### config.mk
export PLATFORM = sky130hd
export DESIGN_NAME = mc_control
export DESIGN_NICKNAME = d
export VERILOG_FILES = /design/src/rtl/mc_ctrl_pkg.sv /design/src/rtl/mc_ctrl_decode.sv /design/src/rtl/mc_control.sv
export SDC_FILE = /design/constraint.sdc
export NUM_CORES = 1
export LEC_CHECK = 0
export CORE_MARGIN = 1.5
export CORE_UTILIZATION = 39
export DETAILED_ROUTE_END_ITERATION = 10
export GPL_TIMING_DRIVEN = 0
export PLACE_DENSITY_LB_ADDON = 0.1
export SYNTH_ARGS = -nofsm -noshare
export SYNTH_HDL_FRONTEND = slang
export SYNTH_SLANG_ARGS = --single-unit
### constraint.sdc
create_clock -name clk -period 1.66 [get_ports clk]
set_input_delay 0.332 -clock clk [delete_from_list [all_inputs] [get_ports clk]]
set_output_delay 0.332 -clock clk [all_outputs]
set_load 0.005 [all_outputs]
### src/rtl/mc_ctrl_pkg.sv
// Shared definitions for the multicycle MIPS main control unit.
//   state_t   : 4-bit FSM state encoding
//   OP_*      : recognised opcodes (IR[31:26])
//   aluop_t, alusrcb_t, pcsrc_t : datapath select encodings
//   ctrl_t    : bundled control vector produced by mc_ctrl_decode
package mc_ctrl_pkg;

  localparam int unsigned OP_W = 6;

  typedef enum logic [3:0] {
    IDLE   = 4'd0,
    FETCH  = 4'd1,
    DECODE = 4'd2,
    MEMADR = 4'd3,
    MEMRD  = 4'd4,
    MEMWB  = 4'd5,
    MEMWR  = 4'd6,
    EXEC   = 4'd7,
    RWB    = 4'd8,
    BRANCH = 4'd9,
    JUMP   = 4'd10,
    ADDIEX = 4'd11,
    ADDIWB = 4'd12
  } state_t;

  localparam logic [OP_W-1:0] OP_R    = 6'b000000;
  localparam logic [OP_W-1:0] OP_LW   = 6'b100011;
  localparam logic [OP_W-1:0] OP_SW   = 6'b101011;
  localparam logic [OP_W-1:0] OP_BEQ  = 6'b000100;
  localparam logic [OP_W-1:0] OP_J    = 6'b000010;
  localparam logic [OP_W-1:0] OP_ADDI = 6'b001000;

  typedef enum logic [1:0] {
    ALUOP_ADD   = 2'b00,
    ALUOP_SUB   = 2'b01,
    ALUOP_FUNCT = 2'b10
  } aluop_t;

  typedef enum logic [1:0] {
    SRCB_B     = 2'b00,
    SRCB_FOUR  = 2'b01,
    SRCB_IMM   = 2'b10,
    SRCB_SHIMM = 2'b11
  } alusrcb_t;

  typedef enum logic [1:0] {
    PCSRC_ALU    = 2'b00,
    PCSRC_ALUOUT = 2'b01,
    PCSRC_JUMP   = 2'b10
  } pcsrc_t;

  typedef struct packed {
    logic     pc_write;
    logic     pc_write_cond;
    logic     iord;
    logic     mem_read;
    logic     mem_write;
    logic     ir_write;
    logic     mem_to_reg;
    logic     reg_dst;
    logic     reg_write;
    logic     alu_src_a;
    alusrcb_t alu_src_b;
    aluop_t   alu_op;
    pcsrc_t   pc_source;
    logic     instr_done;
  } ctrl_t;

  function automatic logic op_is_legal(input logic [OP_W-1:0] op);
    return (op == OP_R) || (op == OP_LW) || (op == OP_SW) ||
           (op == OP_BEQ) || (op == OP_J) || (op == OP_ADDI);
  endfunction

endpackage

### src/rtl/mc_ctrl_decode.sv
// Combinational control decode: FSM state (+ mem_ready) -> control vector.
//   state     : current FSM state
//   mem_ready : memory handshake, gates FETCH IRWrite/PCWrite and MEMWR instr_done
//   ctrl      : all datapath controls and instr_done
module mc_ctrl_decode
  import mc_ctrl_pkg::*;
(
  input  state_t state,
  input  logic   mem_ready,
  output ctrl_t  ctrl
);

  always_comb begin
    ctrl = '0;
    unique case (state)
      FETCH: begin
        ctrl.mem_read  = 1'b1;
        ctrl.alu_src_b = SRCB_FOUR;
        ctrl.alu_op    = ALUOP_ADD;
        ctrl.pc_source = PCSRC_ALU;
        // A stalled fetch must not latch IR or advance PC.
        ctrl.ir_write  = mem_ready;
        ctrl.pc_write  = mem_ready;
      end
      DECODE: begin
        ctrl.alu_src_b = SRCB_SHIMM;
        ctrl.alu_op    = ALUOP_ADD;
      end
      MEMADR, ADDIEX: begin
        ctrl.alu_src_a = 1'b1;
        ctrl.alu_src_b = SRCB_IMM;
        ctrl.alu_op    = ALUOP_ADD;
      end
      MEMRD: begin
        ctrl.mem_read = 1'b1;
        ctrl.iord     = 1'b1;
      end
      MEMWR: begin
        ctrl.mem_write  = 1'b1;
        ctrl.iord       = 1'b1;
        ctrl.instr_done = mem_ready;
      end
      MEMWB: begin
        ctrl.reg_write  = 1'b1;
        ctrl.mem_to_reg = 1'b1;
        ctrl.instr_done = 1'b1;
      end
      EXEC: begin
        ctrl.alu_src_a = 1'b1;
        ctrl.alu_src_b = SRCB_B;
        ctrl.alu_op    = ALUOP_FUNCT;
      end
      RWB: begin
        ctrl.reg_write  = 1'b1;
        ctrl.reg_dst    = 1'b1;
        ctrl.instr_done = 1'b1;
      end
      ADDIWB: begin
        ctrl.reg_write  = 1'b1;
        ctrl.instr_done = 1'b1;
      end
      BRANCH: begin
        ctrl.alu_src_a     = 1'b1;
        ctrl.alu_src_b     = SRCB_B;
        ctrl.alu_op        = ALUOP_SUB;
        ctrl.pc_write_cond = 1'b1;
        ctrl.pc_source     = PCSRC_ALUOUT;
        ctrl.instr_done    = 1'b1;
      end
      JUMP: begin
        ctrl.pc_write   = 1'b1;
        ctrl.pc_source  = PCSRC_JUMP;
        ctrl.instr_done = 1'b1;
      end
      default: ctrl = '0;
    endcase
  end

endmodule

### src/rtl/mc_control.sv
// Multicycle MIPS main control unit.
//   clk, rst_n  : clock, asynchronous active-low reset
//   opcode      : IR[31:26], stable from the cycle after FETCH completes
//   mem_ready   : memory access completes this cycle
//   PCWrite .. PCSource : datapath controls (Moore, FETCH/MEMWR gated by mem_ready)
//   instr_done  : final cycle of each legal instruction
//   illegal_op  : one-cycle registered flag after decoding an unsupported opcode
// All outputs decode from the state register, so an asynchronous reset drops
// every write enable immediately.
module mc_control
  import mc_ctrl_pkg::*;
#(
  parameter int unsigned OPW = 6
) (
  input  logic           clk,
  input  logic           rst_n,
  input  logic [OPW-1:0] opcode,
  input  logic           mem_ready,
  output logic           PCWrite,
  output logic           PCWriteCond,
  output logic           IorD,
  output logic           MemRead,
  output logic           MemWrite,
  output logic           IRWrite,
  output logic           MemtoReg,
  output logic           RegDst,
  output logic           RegWrite,
  output logic           ALUSrcA,
  output logic [1:0]     ALUSrcB,
  output logic [1:0]     ALUOp,
  output logic [1:0]     PCSource,
  output logic           instr_done,
  output logic           illegal_op
);

  state_t          state, state_next;
  ctrl_t           ctrl;
  logic [OP_W-1:0] op;
  logic            op_legal;

  assign op       = OP_W'(opcode);
  assign op_legal = op_is_legal(op);

  always_ff @(posedge clk or negedge rst_n) begin
    if (!rst_n) begin
      state      <= IDLE;
      illegal_op <= 1'b0;
    end else begin
      state      <= state_next;
      illegal_op <= (state == DECODE) && !op_legal;
    end
  end

  always_comb begin
    state_next = state;
    unique case (state)
      IDLE:   state_next = FETCH;
      FETCH:  state_next = mem_ready ? DECODE : FETCH;
      DECODE: begin
        if ((op == OP_LW) || (op == OP_SW)) state_next = MEMADR;
        else if (op == OP_R)                state_next = EXEC;
        else if (op == OP_BEQ)              state_next = BRANCH;
        else if (op == OP_J)                state_next = JUMP;
        else if (op == OP_ADDI)             state_next = ADDIEX;
        else                                state_next = FETCH;
      end
      MEMADR: state_next = (op == OP_SW) ? MEMWR : MEMRD;
      MEMRD:  state_next = mem_ready ? MEMWB : MEMRD;
      MEMWR:  state_next = mem_ready ? FETCH : MEMWR;
      EXEC:   state_next = RWB;
      ADDIEX: state_next = ADDIWB;
      MEMWB, RWB, ADDIWB, BRANCH, JUMP: state_next = FETCH;
      default: state_next = IDLE;
    endcase
  end

  mc_ctrl_decode u_decode (
    .state     (state),
    .mem_ready (mem_ready),
    .ctrl      (ctrl)
  );

  assign PCWrite     = ctrl.pc_write;
  assign PCWriteCond = ctrl.pc_write_cond;
  assign IorD        = ctrl.iord;
  assign MemRead     = ctrl.mem_read;
  assign MemWrite    = ctrl.mem_write;
  assign IRWrite     = ctrl.ir_write;
  assign MemtoReg    = ctrl.mem_to_reg;
  assign RegDst      = ctrl.reg_dst;
  assign RegWrite    = ctrl.reg_write;
  assign ALUSrcA     = ctrl.alu_src_a;
  assign ALUSrcB     = ctrl.alu_src_b;
  assign ALUOp       = ctrl.alu_op;
  assign PCSource    = ctrl.pc_source;
  assign instr_done  = ctrl.instr_done;

endmodule

==> qor.csv <==
stage,metric,value,unit
power,power.total,1660,uW
worst_setup_path,end_kind,output port,
timing,fin_ws,-0.134,ns
floorplan,dieArea,0.00164,sq mm
logic_synthesis,synthMostInstantiatedCell,nor2_1,
finish,regArea,128,sq um
finish,multi_input_area,464,sq um
cts,clk_pin_slew,0.05,ns
timing,setup_violations,7,
worst_setup_path,crit_path_cell_trace,clkbuf_8 > buf_6 > nand3b_1 > a2bb2oi_1 > nor2_1 > buf_2,
drt,vias,864,
worst_setup_path,crit_family,flip-flops,
drt,wl_per_cell,18.2,um
timing,post-route-period-util,108,%
drt,vias_per_cell,6.08,
logic_synthesis,synth-xor-area-share,3.19,%
worst_setup_path,crit_path_start_kind,register,
drt,drtIter0Drc,32,
floorplan,start_util,42.2,%
power,p_int,945,uW
drt,met3WireLength,217,um
logic_synthesis,synth_fa_ha_area_share,0,%
timing,hold_viol,0,
grt,grt_max_degree,11,
grt,grt_pass1_vias,641,
floorplan,dieHeight,40.5,um
worst_setup_path,criticalPathCategory,reg -> out,
finish,drive_above_1_share,48.8,%
logic_synthesis,synth_nets,86,
logic_synthesis,synth_top_family_by_area,simple AND/OR/NAND/NOR gates,
grt,overflow,0,
logic_synthesis,synth_edf_count,0,
timing,fin_skew,0.00106,ns
timing,tightest_slew,0.324,ns
drt,maxUsedRoutingLayer,met4,
timing,rsz0062_at_grt,true,
power,p_sw_share,43.0,%
cts,cts_tree,yes,
placement,io_buffers,26,
finish,syn_to_final_growth,99.1,%
floorplan,core_area,0.00130,sq mm
cts,clk_latency,0.25,ns
worst_setup_path,crit_fanout,4,
drt,routed_wl,2.59,mm
logic_synthesis,yosysSeqAreaShare,22.8,%
cts,htreeDepth,1,
logic_synthesis,synth-seq-cells,5,
placement,dpl.hpwl,1.09,mm
worst_hold_path,hold_class,in -> async,
floorplan,ios,27,
status,status,finished with violations,
logic_synthesis,synth.yosys.warnings,0,
logic_synthesis,synth_top_cells_by_count,"14 x nor2_1, 6 x nand2b_1, 6 x o21ai_0, 5 x clkbuf_1, 5 x dfrtp_1",
logic_synthesis,synthCells,77,
logic_synthesis,synth-simple-area-share,37.4,%
timing,max-slew-margin-rel,78.2,%
cts,clock_sinks,5,
floorplan,fp.dieW,40.5,um
logic_synthesis,synth-compound-area-share,29.8,%
drt,firstDrtPassIters,4,
timing,min_period,1.79,ns
drt,ant_nets,0,
worst_setup_path,critPathBufInv,3,
logic_synthesis,synthArstFlopShare,100,%
worst_setup_path,cpMaxStageDelayCell,dfrtp_1,
status,violations,negative setup slack,
logic_synthesis,synthMuxAreaShare,0,%
floorplan,placementRows,13,
logic_synthesis,synth_cell_types,35,
timing,fmax,558,MHz
grt,grt_pass1_wl,3.11,mm
cts,cts_made_buffers,3,
worst_setup_path,arrival,1.46,ns
finish,fill_cells,82,
worst_setup_path,slowest_delay,0.41,ns
logic_synthesis,avgSynthCellArea,7.13,sq um
logic_synthesis,synth.area.top_cells,"dfrtp_1 23%, nor2_1 9.6%, nand2b_1 6.8%",
power,pwr-share-clk,8.8,%
drt,routed-wl-met2,1.30,mm
logic_synthesis,yosys.area.top_type,dfrtp_1,
drt,drc,0,
finish,diodes,0,
power,switching_power,714,uW
power,combPwrFrac,77.3,%
timing,finalMaxSlewViolations,0,
grt,antenna_found_initial,0,
power,powerDensity,1520,mW/mm^2
cts,cts_root_buf,clkbuf_4,
cts,hold_buffers,0,
flow_run,drv_cap,0,
logic_synthesis,synth_top_area_share,22.8,%
power,p_leak,0.000509,uW
finish,final_nets,137,
logic_synthesis,syn-cell-area,549,sq um
drt,met1Wirelength,987,um
logic_synthesis,yosys_most_used_dff,dfrtp_1,
cts,clockBufferDepth,2,
grt,grt_use_total,30.7,%
worst_setup_path,cp.required,1.33,ns
placement,place.gp.congestion,0.844,
power,ir_drop,0.000787,V
power,pwr-share-seq,13.9,%
placement,pre_cts_slack,-0.457,ns
[layout make-up]
cell class	count	area share, %
multi-input cells	63	42.4
clock buffers	4	2.40
inverters	3	1.03
well taps	15	1.72
repair buffers	47	34.8
flip-flops and latches	5	11.7
plain buffers	5	5.95
[metrics by stage]
stage	instance area (sq um)	std cells	hold slack (ns)	utilization [%]	TNS, ns
5_1_grt	1090	142	0.325	84.0	-0.941
3_3_place_gp	828	118	0.562	63.7	-4.49
6_report	1090	142	0.304	84.0	-0.587
2_1_floorplan	549	77	0.0364	-	0
4_1_cts	1030	138	0.299	79.4	-0.441
3_5_place_dp	828	118	0.560	63.7	-4.65
[worst reg2reg max path: stages, from the launching register on]
cell      delay, ns
dfrtp_1        0.41
clkbuf_8       0.16
buf_6          0.11
nand3b_1       0.19
buf_4          0.17
buf_4          0.12
buf_4          0.13
o22a_1         0.21
o211ai_1       0.19
[cells in the final DEF (no fill, tap or decap), types with 3 or more instances in the layout]
cell,n
buf_4,16
nor2_1,11
buf_2,9
dlygate4sd2_1,6
buf_6,6
nand2b_4,4
o21ai_0,4
clkdlybuf4s50_1,4
clkdlybuf4s15_1,4
o211ai_1,3
clkbuf_4,3
dfrtp_1,3
[sequential cells by signal, indices dropped and copies added (netlist names)]
name and cells:
illegal_op 1, state 4
[layer usage]
layer / global-route usage [%] / vias up
met1: 38.2 / 403
met4: 16.7 / 0
li1: - / 388
met2: 50.8 / 60
met3: 3.33 / 13
met5: 0 / -
[worst paths after layout]
check	startpoint	end	slack (ns)	cells past startpoint
setup / recovery	state[1]	PCWrite	-0.13	6
hold / removal	rst_n	illegal_op	0.30	1
setup reg to reg	state[1]	state[1]	-0.11	8
hold reg to reg	state[3]	state[3]	0.69	2
max in group asynchronous	rst_n	state[3]	1.15	1
min in group clk	opcode[2]	state[3]	0.60	4
[kinds of logic (layout without fill, tap and decap cells)]
logic type             after synthesis  after routing
XOR/XNOR                             2              2
buffers and inverters                9             59
AND/OR/NAND/NOR                     38             38
AO/OA/AOI/OAI                       23             23
flip-flops                           5              5
[power by group through the flow]
stage	combinational, uW	sequential, uW	clock (uW)
6_report	1280	230	146
5_1_grt	1350	232	154
4_1_cts	1090	215	145
3_5_place_dp	794	208	0
3_3_place_gp	786	208	0
2_1_floorplan	433	197	0
[what timing repair did]
action	in CTS	in global routing
endpoints found under the setup margin	18	15
pin swaps	2	5
setup buffers	17	4
gates resized for setup	74	26
(Power assumes the default switching activity.)
